$ cat src/rtl/spi_main_arbiter.sv
// Round-robin arbiter that shares one SPI main among NREQ requesters.
// The granted requester's byte and {CKP,CPH} are latched at grant time and
// held for the whole transfer. Completion is tracked from the main's CS line.
//
// Handshake: req[i] is a level request. Requester i is being served while
// gnt[i] is high. Every grant ends with exactly one done pulse (with err and
// done_id valid in that same cycle), unless reset intervenes. req[i] may drop
// once gnt[i] is seen; a req still high after done counts as a new request.
module spi_main_arbiter #(
    parameter int NREQ        = 4,
    parameter int IDW         = 2,
    parameter int SETUP_CYC   = 2,
    parameter int START_WAIT  = 4,
    parameter int TIMEOUT_CYC = 200
) (
    input  logic              clk,
    input  logic              rst,
    input  logic [NREQ-1:0]   req,
    input  logic [8*NREQ-1:0] req_data,
    input  logic [2*NREQ-1:0] req_mode,
    input  logic              spi_cs,
    output logic              spi_start,
    output logic [7:0]        spi_data,
    output logic              spi_ckp,
    output logic              spi_cph,
    output logic [NREQ-1:0]   gnt,
    output logic              busy,
    output logic              done,
    output logic              err,
    output logic [IDW-1:0]    done_id,
    output logic [2:0]        dbg_state
);

    typedef enum logic [2:0] {
        S_IDLE  = 3'd0,
        S_SETUP = 3'd1,
        S_START = 3'd2,
        S_BUSY  = 3'd3,
        S_DONE  = 3'd4
    } state_t;

    localparam logic [7:0]     SETUP_END = 8'(SETUP_CYC - 1);
    localparam logic [7:0]     START_END = 8'(START_WAIT - 1);
    localparam logic [7:0]     BUSY_END  = 8'(TIMEOUT_CYC - 1);
    localparam logic [IDW-1:0] LAST_RST  = IDW'(NREQ - 1);

    state_t          r_state;
    state_t          w_state_nxt;
    logic [7:0]      r_cnt;
    logic [7:0]      w_cnt_nxt;
    logic [IDW-1:0]  r_last;
    logic [IDW-1:0]  w_last_nxt;
    logic [IDW-1:0]  r_idx;
    logic [IDW-1:0]  w_idx_nxt;
    logic [NREQ-1:0] r_gnt;
    logic [NREQ-1:0] w_gnt_nxt;
    logic            r_start;
    logic            w_start_nxt;
    logic            r_done;
    logic            w_done_nxt;
    logic            r_err;
    logic            w_err_nxt;
    logic [7:0]      r_data;
    logic            r_ckp;
    logic            r_cph;
    logic            w_load;
    logic            w_pick_vld;
    logic [IDW-1:0]  w_pick_idx;
    logic [7:0]      w_sel_data;
    logic [1:0]      w_sel_mode;

    // Round-robin pick: first requesting index after the last served one
    always_comb begin
        logic [IDW-1:0] cand;
        w_pick_vld = 1'b0;
        w_pick_idx = '0;
        cand       = '0;
        for (int i = 1; i <= NREQ; i++) begin
            cand = IDW'((int'(r_last) + i) % NREQ);
            if (!w_pick_vld && req[cand]) begin
                w_pick_vld = 1'b1;
                w_pick_idx = cand;
            end
        end
    end

    // Select the picked requester's byte and mode for latching
    always_comb begin
        w_sel_data = '0;
        w_sel_mode = '0;
        for (int i = 0; i < NREQ; i++) begin
            if (w_pick_idx == IDW'(i)) begin
                w_sel_data = req_data[8*i +: 8];
                w_sel_mode = req_mode[2*i +: 2];
            end
        end
    end

    // Next-state and next-output decode
    always_comb begin
        w_state_nxt = r_state;
        w_cnt_nxt   = r_cnt;
        w_last_nxt  = r_last;
        w_idx_nxt   = r_idx;
        w_gnt_nxt   = r_gnt;
        w_start_nxt = 1'b0;
        w_done_nxt  = 1'b0;
        w_err_nxt   = 1'b0;
        w_load      = 1'b0;
        case (r_state)
            S_IDLE: begin
                if (w_pick_vld) begin
                    w_state_nxt = S_SETUP;
                    w_cnt_nxt   = '0;
                    w_idx_nxt   = w_pick_idx;
                    w_gnt_nxt   = NREQ'(1) << w_pick_idx;
                    w_load      = 1'b1;
                end
            end
            S_SETUP: begin
                if (r_cnt == SETUP_END) begin
                    w_state_nxt = S_START;
                    w_cnt_nxt   = '0;
                    w_start_nxt = 1'b1;
                end else begin
                    w_cnt_nxt = r_cnt + 8'd1;
                end
            end
            S_START: begin
                if (!spi_cs) begin
                    w_state_nxt = S_BUSY;
                    w_cnt_nxt   = '0;
                end else if (r_cnt == START_END) begin
                    // Main never pulled CS low: abort
                    w_state_nxt = S_DONE;
                    w_cnt_nxt   = '0;
                    w_done_nxt  = 1'b1;
                    w_err_nxt   = 1'b1;
                    w_gnt_nxt   = '0;
                    w_last_nxt  = r_idx;
                end else begin
                    w_cnt_nxt   = r_cnt + 8'd1;
                    w_start_nxt = 1'b1;
                end
            end
            S_BUSY: begin
                if (spi_cs) begin
                    w_state_nxt = S_DONE;
                    w_cnt_nxt   = '0;
                    w_done_nxt  = 1'b1;
                    w_gnt_nxt   = '0;
                    w_last_nxt  = r_idx;
                end else if (r_cnt == BUSY_END) begin
                    // CS stuck low: abort
                    w_state_nxt = S_DONE;
                    w_cnt_nxt   = '0;
                    w_done_nxt  = 1'b1;
                    w_err_nxt   = 1'b1;
                    w_gnt_nxt   = '0;
                    w_last_nxt  = r_idx;
                end else begin
                    w_cnt_nxt = r_cnt + 8'd1;
                end
            end
            S_DONE: begin
                w_state_nxt = S_IDLE;
                w_cnt_nxt   = '0;
            end
            default: begin
                w_state_nxt = S_IDLE;
                w_cnt_nxt   = '0;
                w_gnt_nxt   = '0;
            end
        endcase
    end

    // State register
    always_ff @(posedge clk or negedge rst) begin
        if (!rst) begin
            r_state <= S_IDLE;
        end else begin
            r_state <= w_state_nxt;
        end
    end

    // Control, counter and latched SPI settings
    always_ff @(posedge clk or negedge rst) begin
        if (!rst) begin
            r_cnt   <= '0;
            r_last  <= LAST_RST;
            r_idx   <= '0;
            r_gnt   <= '0;
            r_start <= 1'b0;
            r_done  <= 1'b0;
            r_err   <= 1'b0;
            r_data  <= '0;
            r_ckp   <= 1'b0;
            r_cph   <= 1'b0;
        end else begin
            r_cnt   <= w_cnt_nxt;
            r_last  <= w_last_nxt;
            r_idx   <= w_idx_nxt;
            r_gnt   <= w_gnt_nxt;
            r_start <= w_start_nxt;
            r_done  <= w_done_nxt;
            r_err   <= w_err_nxt;
            if (w_load) begin
                r_data <= w_sel_data;
                r_ckp  <= w_sel_mode[1];
                r_cph  <= w_sel_mode[0];
            end
        end
    end

    assign spi_start = r_start;
    assign spi_data  = r_data;
    assign spi_ckp   = r_ckp;
    assign spi_cph   = r_cph;
    assign gnt       = r_gnt;
    assign busy      = (r_state != S_IDLE);
    assign done      = r_done;
    assign err       = r_err;
    assign done_id   = r_done ? r_idx : '0;
    assign dbg_state = r_state;

endmodule

$ cat config.mk
export PLATFORM = sky130hd
export DESIGN_NAME = spi_main_arbiter
export DESIGN_NICKNAME = d
export VERILOG_FILES = /design/src/rtl/spi_main_arbiter.sv
export SDC_FILE = /design/constraint.sdc
export NUM_CORES = 1
export LEC_CHECK = 0
export ABC_AREA = 1
export CAP_MARGIN = 0
export CORE_UTILIZATION = 47
export DETAILED_ROUTE_END_ITERATION = 8
export PLACE_DENSITY = 0.81
export SLEW_MARGIN = 25
export SYNTH_ARGS = -nofsm -noshare
export SYNTH_HDL_FRONTEND = slang
export SYNTH_SLANG_ARGS = --single-unit
$ cat constraint.sdc
create_clock -name clk -period 2.8 [get_ports clk]
set_input_delay 0.56 -clock clk [delete_from_list [all_inputs] [get_ports clk]]
set_output_delay 0.56 -clock clk [all_outputs]
set_load 0.01 [all_outputs]
# ---- Word level (Yosys, flattened, before mapping)
# Index checks and enable logic that the tools add are counted.
dict set report op_classes {
  n_reduce_logical 15
  shifts 1
  bitwise 1
  div_mod_pow 0
  muxes 63
  magnitude_cmp 4
  mul 0
  eq_ne 16
  addsub 5
}
# op n
set ops {}
lappend ops {{$mux W8} 10}
lappend ops {{$pmux W8 S4} 1}
lappend ops {{$mux W2} 13}
lappend ops {{$mux W4} 5}
lappend ops {{$mux W1} 18}
lappend ops {{$mux W3} 6}
lappend ops {{$pmux W4 S4} 1}
lappend ops {{$lt A2 B3 Y1 const B} 4}
lappend ops {{$pmux W3 S4} 1}
lappend ops {{$add A8 B1 Y8 const B} 1}
lappend ops {{$bmux W1 S2} 4}
lappend ops {{$eq A8 B1 Y1 const B} 1}
lappend ops {{$eq A8 B2 Y1 const B} 1}
lappend ops {{$eq A8 B8 Y1 const B} 1}
lappend ops {{$ne A2 B2 Y1 const B} 4}
lappend ops {{$reduce_and A4 Y1} 2}
lappend ops {{$eq A3 B2 Y1 const B} 2}
lappend ops {{$ne A3 B3 Y1 const B} 2}
lappend ops {{$pmux W1 S2} 3}
lappend ops {{$reduce_and A5 Y1} 1}
lappend ops {{$add A2 B1 Y2 const B} 2}
lappend ops {{$add A2 B2 Y2 const B} 2}
lappend ops {{$eq A2 B2 Y1 const B} 2}
lappend ops {{$pmux W2 S2} 1}
lappend ops {{other kinds (13)} 17}
dict set report word_totals {
  ff_bits 32
  rom_bits 0
  mem_bits_rw 0
  in_bits 47
  latchBits 0
  mem_count 0
}

# ---- Logic depth before layout (Yosys ltp)
dict set report depth {
  word_depth 18
  depth_mapped 17
  depth_no_buf 15
}

# ---- Least setup slack after synthesis
# Ideal clock, no wire load.
dict set report synth_path {
  kind {register to register}
  startpoint {register r_last[0]}
  endpoint {register r_data[1], in the netlist spi_data[1]}
  path_stages_with_launch 18
  path_slack_ns 0.878
  n_path_buf 2
  arrival_ns 1.806
  required_ns 2.684
  cell_sequence {dfstp_2 buf_6 inv_8 nand2_1 nand2_2 nand2_2 nand2_2 nor2_4 nand2_1 nand2_2 nand2_4 nand2_8 nand2_4 buf_6 o21ai_1 inv_1 nand2_1 nand2_1}
}
dict set report synth_via {
  elab_chain_len 18
  word_cells_on_any_way 36
}
# item line
set synth_lines {}
lappend synth_lines {{start: declaration} 51} ;# logic [IDW-1:0] r_last;
lappend synth_lines {{start signal: assignment} 201} ;# r_last <= w_last_nxt;
lappend synth_lines {{$add A2 B1 Y2} 79} ;# cand = IDW'((int'(r_last) + i) % NREQ);
lappend synth_lines {{$bmux W1 S2} 80} ;# if (!w_pick_vld && req[cand]) begin
lappend synth_lines {{$mux W1 (implied by the code)} 80}
lappend synth_lines {{$mux W1} 80}
lappend synth_lines {{$logic_not A1 Y1} 80}
lappend synth_lines {{$logic_and A1 B1 Y1} 80}
lappend synth_lines {{$mux W1} 80}
lappend synth_lines {{$logic_not A1 Y1} 80}
lappend synth_lines {{$logic_and A1 B1 Y1} 80}
lappend synth_lines {{$mux W1} 80}
lappend synth_lines {{$logic_not A1 Y1} 80}
lappend synth_lines {{$logic_and A1 B1 Y1} 80}
lappend synth_lines {{$mux W2} 80}
lappend synth_lines {{$logic_not A2 Y1} 92} ;# if (w_pick_idx == IDW'(i)) begin
lappend synth_lines {{$mux W8 (4 in series)} 92}
lappend synth_lines {{end signal: assignment} 208} ;# r_data <= w_sel_data;
lappend synth_lines {{end: declaration} 63} ;# logic [7:0] r_data;
# Several ways; a longest one is shown, not always the timed one. The select of a mux whose other input is x is not followed.
# A chain may end at the register's enable or synchronous reset.

# ---- Final worst setup path
dict set report layout_path {
  startpoint {input req[3]}
  endpoint {register r_data[1], in the netlist spi_data[1]}
}
dict set report layout_via {
  elab_chain_len 17
  word_cells_on_any_way 32
}
# item line
set layout_lines {}
lappend layout_lines {{start: declaration} 18} ;# input logic [NREQ-1:0] req,
lappend layout_lines {{$bmux W1 S2} 80}
lappend layout_lines {{$mux W1 (implied by the code)} 80}
lappend layout_lines {{$mux W1} 80}
lappend layout_lines {{$logic_not A1 Y1} 80}
lappend layout_lines {{$logic_and A1 B1 Y1} 80}
lappend layout_lines {{$mux W1} 80}
lappend layout_lines {{$logic_not A1 Y1} 80}
lappend layout_lines {{$logic_and A1 B1 Y1} 80}
lappend layout_lines {{$mux W1} 80}
lappend layout_lines {{$logic_not A1 Y1} 80}
lappend layout_lines {{$logic_and A1 B1 Y1} 80}
lappend layout_lines {{$mux W2} 80}
lappend layout_lines {{$logic_not A2 Y1} 92}
lappend layout_lines {{$mux W8 (4 in series)} 92}
# Several ways; a longest one is shown, not always the timed one. The select of a mux whose other input is x is not followed.

==> run metrics <==
Routed wire per std cell=12.61 um; Synth Warn #=0; switching power=1.940 mW; Crit path max-delay family=simple AND/OR/NAND/NOR gates; largest net degree at the start of global routing=33; DR vias=2270; clock root buffer master=clkbuf_8; Hold Violations, Final=0; Slowest-stage cell, CP=clkdlybuf4s50_1; die footprint=0.004894 mm^2; CP most frequent cell=nand2_1; Overall Global Routing Usage=0.2369; area delta synth->final=38.21%; TritonCTS clock tree=done; CTS Hold Bufs=0; Final HPWL DP=4328 um; Yosys top cell by area=dfrtp_1; vias in the first global route=2116; row count=24; max-cap violations=0; Nets=429; H-tree depth=2; Least-Margin Pin Slew=490.8 ps; Inst Count DP=425; area of the core=0.004384 mm^2; outcome=complete, no violations; crit path capture type=register; first drt pass iteration count=4; DRC errors left=0; Hold Crit Start=spi_data[4]; Worst path max stage delay=510 ps; routed wire length=5458 um; Placer Congestion=0.8761; IO Pins=70; FFs w/ async S/R, synth=1.000; CP Depth=13; DRT iter0 DRCs=122; die width=69.96 um; share of the synthesized area in the top cell type=0.3458; CP Data Arrival Time=2540 ps; reg-to-reg startpoint=r_last[0]; WHS Path Cells=2; sequential power share=0.207; initial antenna violation count=0; Worst Path Buf+Inv=2; top cells by area, synth=dfrtp_1 35%, nand2_1 15%, inv_1 7.1%; fin crit share=0.8435; most frequent cell after synthesis=nand2_1; die height=69.96 um; clk slew on worst S/H paths=80 ps; leakage=1.456 nW; worst r2r path cells=12; first-pass GRT wire length=9246 um; grt ovf=0; Max Slew Vio Count=0; Setup Skew=15.68 ps; synth cell count leaders=89 x nand2_1, 41 x inv_1, 30 x dfrtp_1; Cell Area, Synth=0.002171 mm^2; Post-synth top flop=dfrtp_1; slew margin rel.=0.6703; n_diodes=0; hold worst-path end=spi_data[4]; syn nets=357; via/cell ratio=5.242; Post-synth EDFFs=0; combinational fraction of design power=0.678; PnR Total Power=3.815 mW; syn_area_per_cell=7.048 um^2; crit-path max FO=18; post-synthesis cell type count=37; clock network fraction of design power=0.116; number of setup violations in the final report=0; worst vdd ir=852.9 uV; Num CTS Buffers=5; post_cts resized=0; Sw Share=0.5086; Port Buffer Count=69; clk sink count=32; # Post-CTS Setup Buffers=0; initial core utilization=0.4951; non-filler cells, final=433; pwr/cell area=1271 mW/mm^2; Startpoint Class=primary input; layout cells sized above 1=0.1129; Reg2Reg Setup Slack=490 ps; post-synthesis cell count=308; RSZ-0062 raised after global routing=no; Synth Register Bits=32; Clock Latency Late Sink=290 ps; setup total negative slack=0 ps; Worst Setup Path Type=primary input to register; Final ANT Viol Nets=0; Reg-to-Reg End=spi_data[1]; CP cell instances=clkdlybuf4s50_1 > nand2_1 > nand2_2 > nand2_1 > o21ai_0 > inv_1 > nand3_2 > nand3_4 > or2_2 > nand3_1 > nand2_1 > nand2_1 > nand2_1; fin area=0.003000 mm^2; placed cell area=0.002893 mm^2; Final min period=2362 ps; Crit path required time=2980 ps; register area share after synthesis=0.3700; CTS Buffer Depth=2; P_int=1.875 mW; fmax=0.4234 GHz; Hold Path Class=register to register
worst max path at each step:
stage | startpoint | to | slack (ps)
2_1_floorplan | r_last[0] | spi_data[1] | 880
3_3_place_gp | req[3] | spi_data[1] | 290
3_5_place_dp | req[3] | spi_data[1] | 200
4_1_cts | req[3] | spi_data[1] | 490
5_1_grt | req[3] | spi_data[5] | 260
6_report | req[3] | spi_data[1] | 440
final cells by class:
type	instances	area, um^2
clock inverters	2	35.03
inverters	46	182.7
multi-input cells	222	1121
fillers	350	1384
flip-flops and latches	32	803.3
repair buffers	73	720.7
clock buffers	6	72.57
well taps	52	65.06
worst reg2reg max path, delay by kind of cell, from the launching register on:
family	cells	cell delay, ps
and+or+nand+nor	10	1310
DFF	1	700
AOI/OAI and AO/OA	1	120
buffers and inverters	1	80
through the flow:
stage	utilization	setup slack, ps	hold WS, ps
after global placement	0.6598	294.8	469.7
after CTS	0.6844	493.7	486.9
after detailed placement	0.6598	195.5	463.5
after global routing	0.6844	258.5	517.2
after floorplan	-	877.9	264.4
final	0.6844	438.1	485.6
kinds of logic (layout without fill, tap and decap cells):
| group | count (synthesis) | after routing | share of synthesized area |
|---|---|---|---|
| compound gates | 47 | 47 | 0.1205 |
| xor+xnor | 1 | 1 | 0.004035 |
| fa+ha+maj | 2 | 2 | 0.01153 |
| buf+inv | 54 | 127 | 0.1135 |
| flops | 32 | 32 | 0.3700 |
| simple gates | 172 | 172 | 0.3804 |
per-layer routing:
| metal | global-route usage | share of wire | vias up |
|---|---|---|---|
| li1 | - | - | 1135 |
| met4 | 0.07111 | 0.014 | 0 |
| met5 | 0 | 0 | - |
| met3 | 0.05628 | 0.073 | 8 |
| met2 | 0.3953 | 0.48 | 102 |
| met1 | 0.3041 | 0.44 | 1025 |
registers in the layout (all words and copies together) (netlist names):
register,count
err,1
gnt,4
spi_data,8
dbg_state,3
spi_start,1
r_last,2
r_idx,2
done,1
spi_cph,1
r_cnt,8
spi_ckp,1
power by group through the flow:
stage | Combinational, mW | Clock [mW] | Sequential (mW)
after global routing | 2.90 | 0.466 | 0.813
after global placement | 2.52 | 0 | 0.794
final | 2.58 | 0.442 | 0.788
after detailed placement | 2.57 | 0 | 0.788
after floorplan | 1.95 | 0 | 0.782
after CTS | 2.58 | 0.445 | 0.786
cells in the final DEF (no fill, tap or decap), drive strengths merged:
cell type      netlist  final
nand2              104    104
clkdlybuf4s50        0     69
inv                 46     46
dfrtp               30     30
nand3               26     26
o21ai               25     25
nor2                22     22
a21oi               13     13
nand4                8      8
nor3                 6      6
clkbuf               2      6
buf                  6      4
or2                  3      3
o31ai                2      2
and3                 2      2
o22ai                2      2
a22o                 2      2
ha                   2      2
dfstp                2      2
nand3b               1      1
a31oi                1      1
o221ai               1      1
xor2                 1      1
a211oi               1      1
bufinv               0      1
clkinv               0      1
No activity file was read; power rests on OpenSTA's default activity.
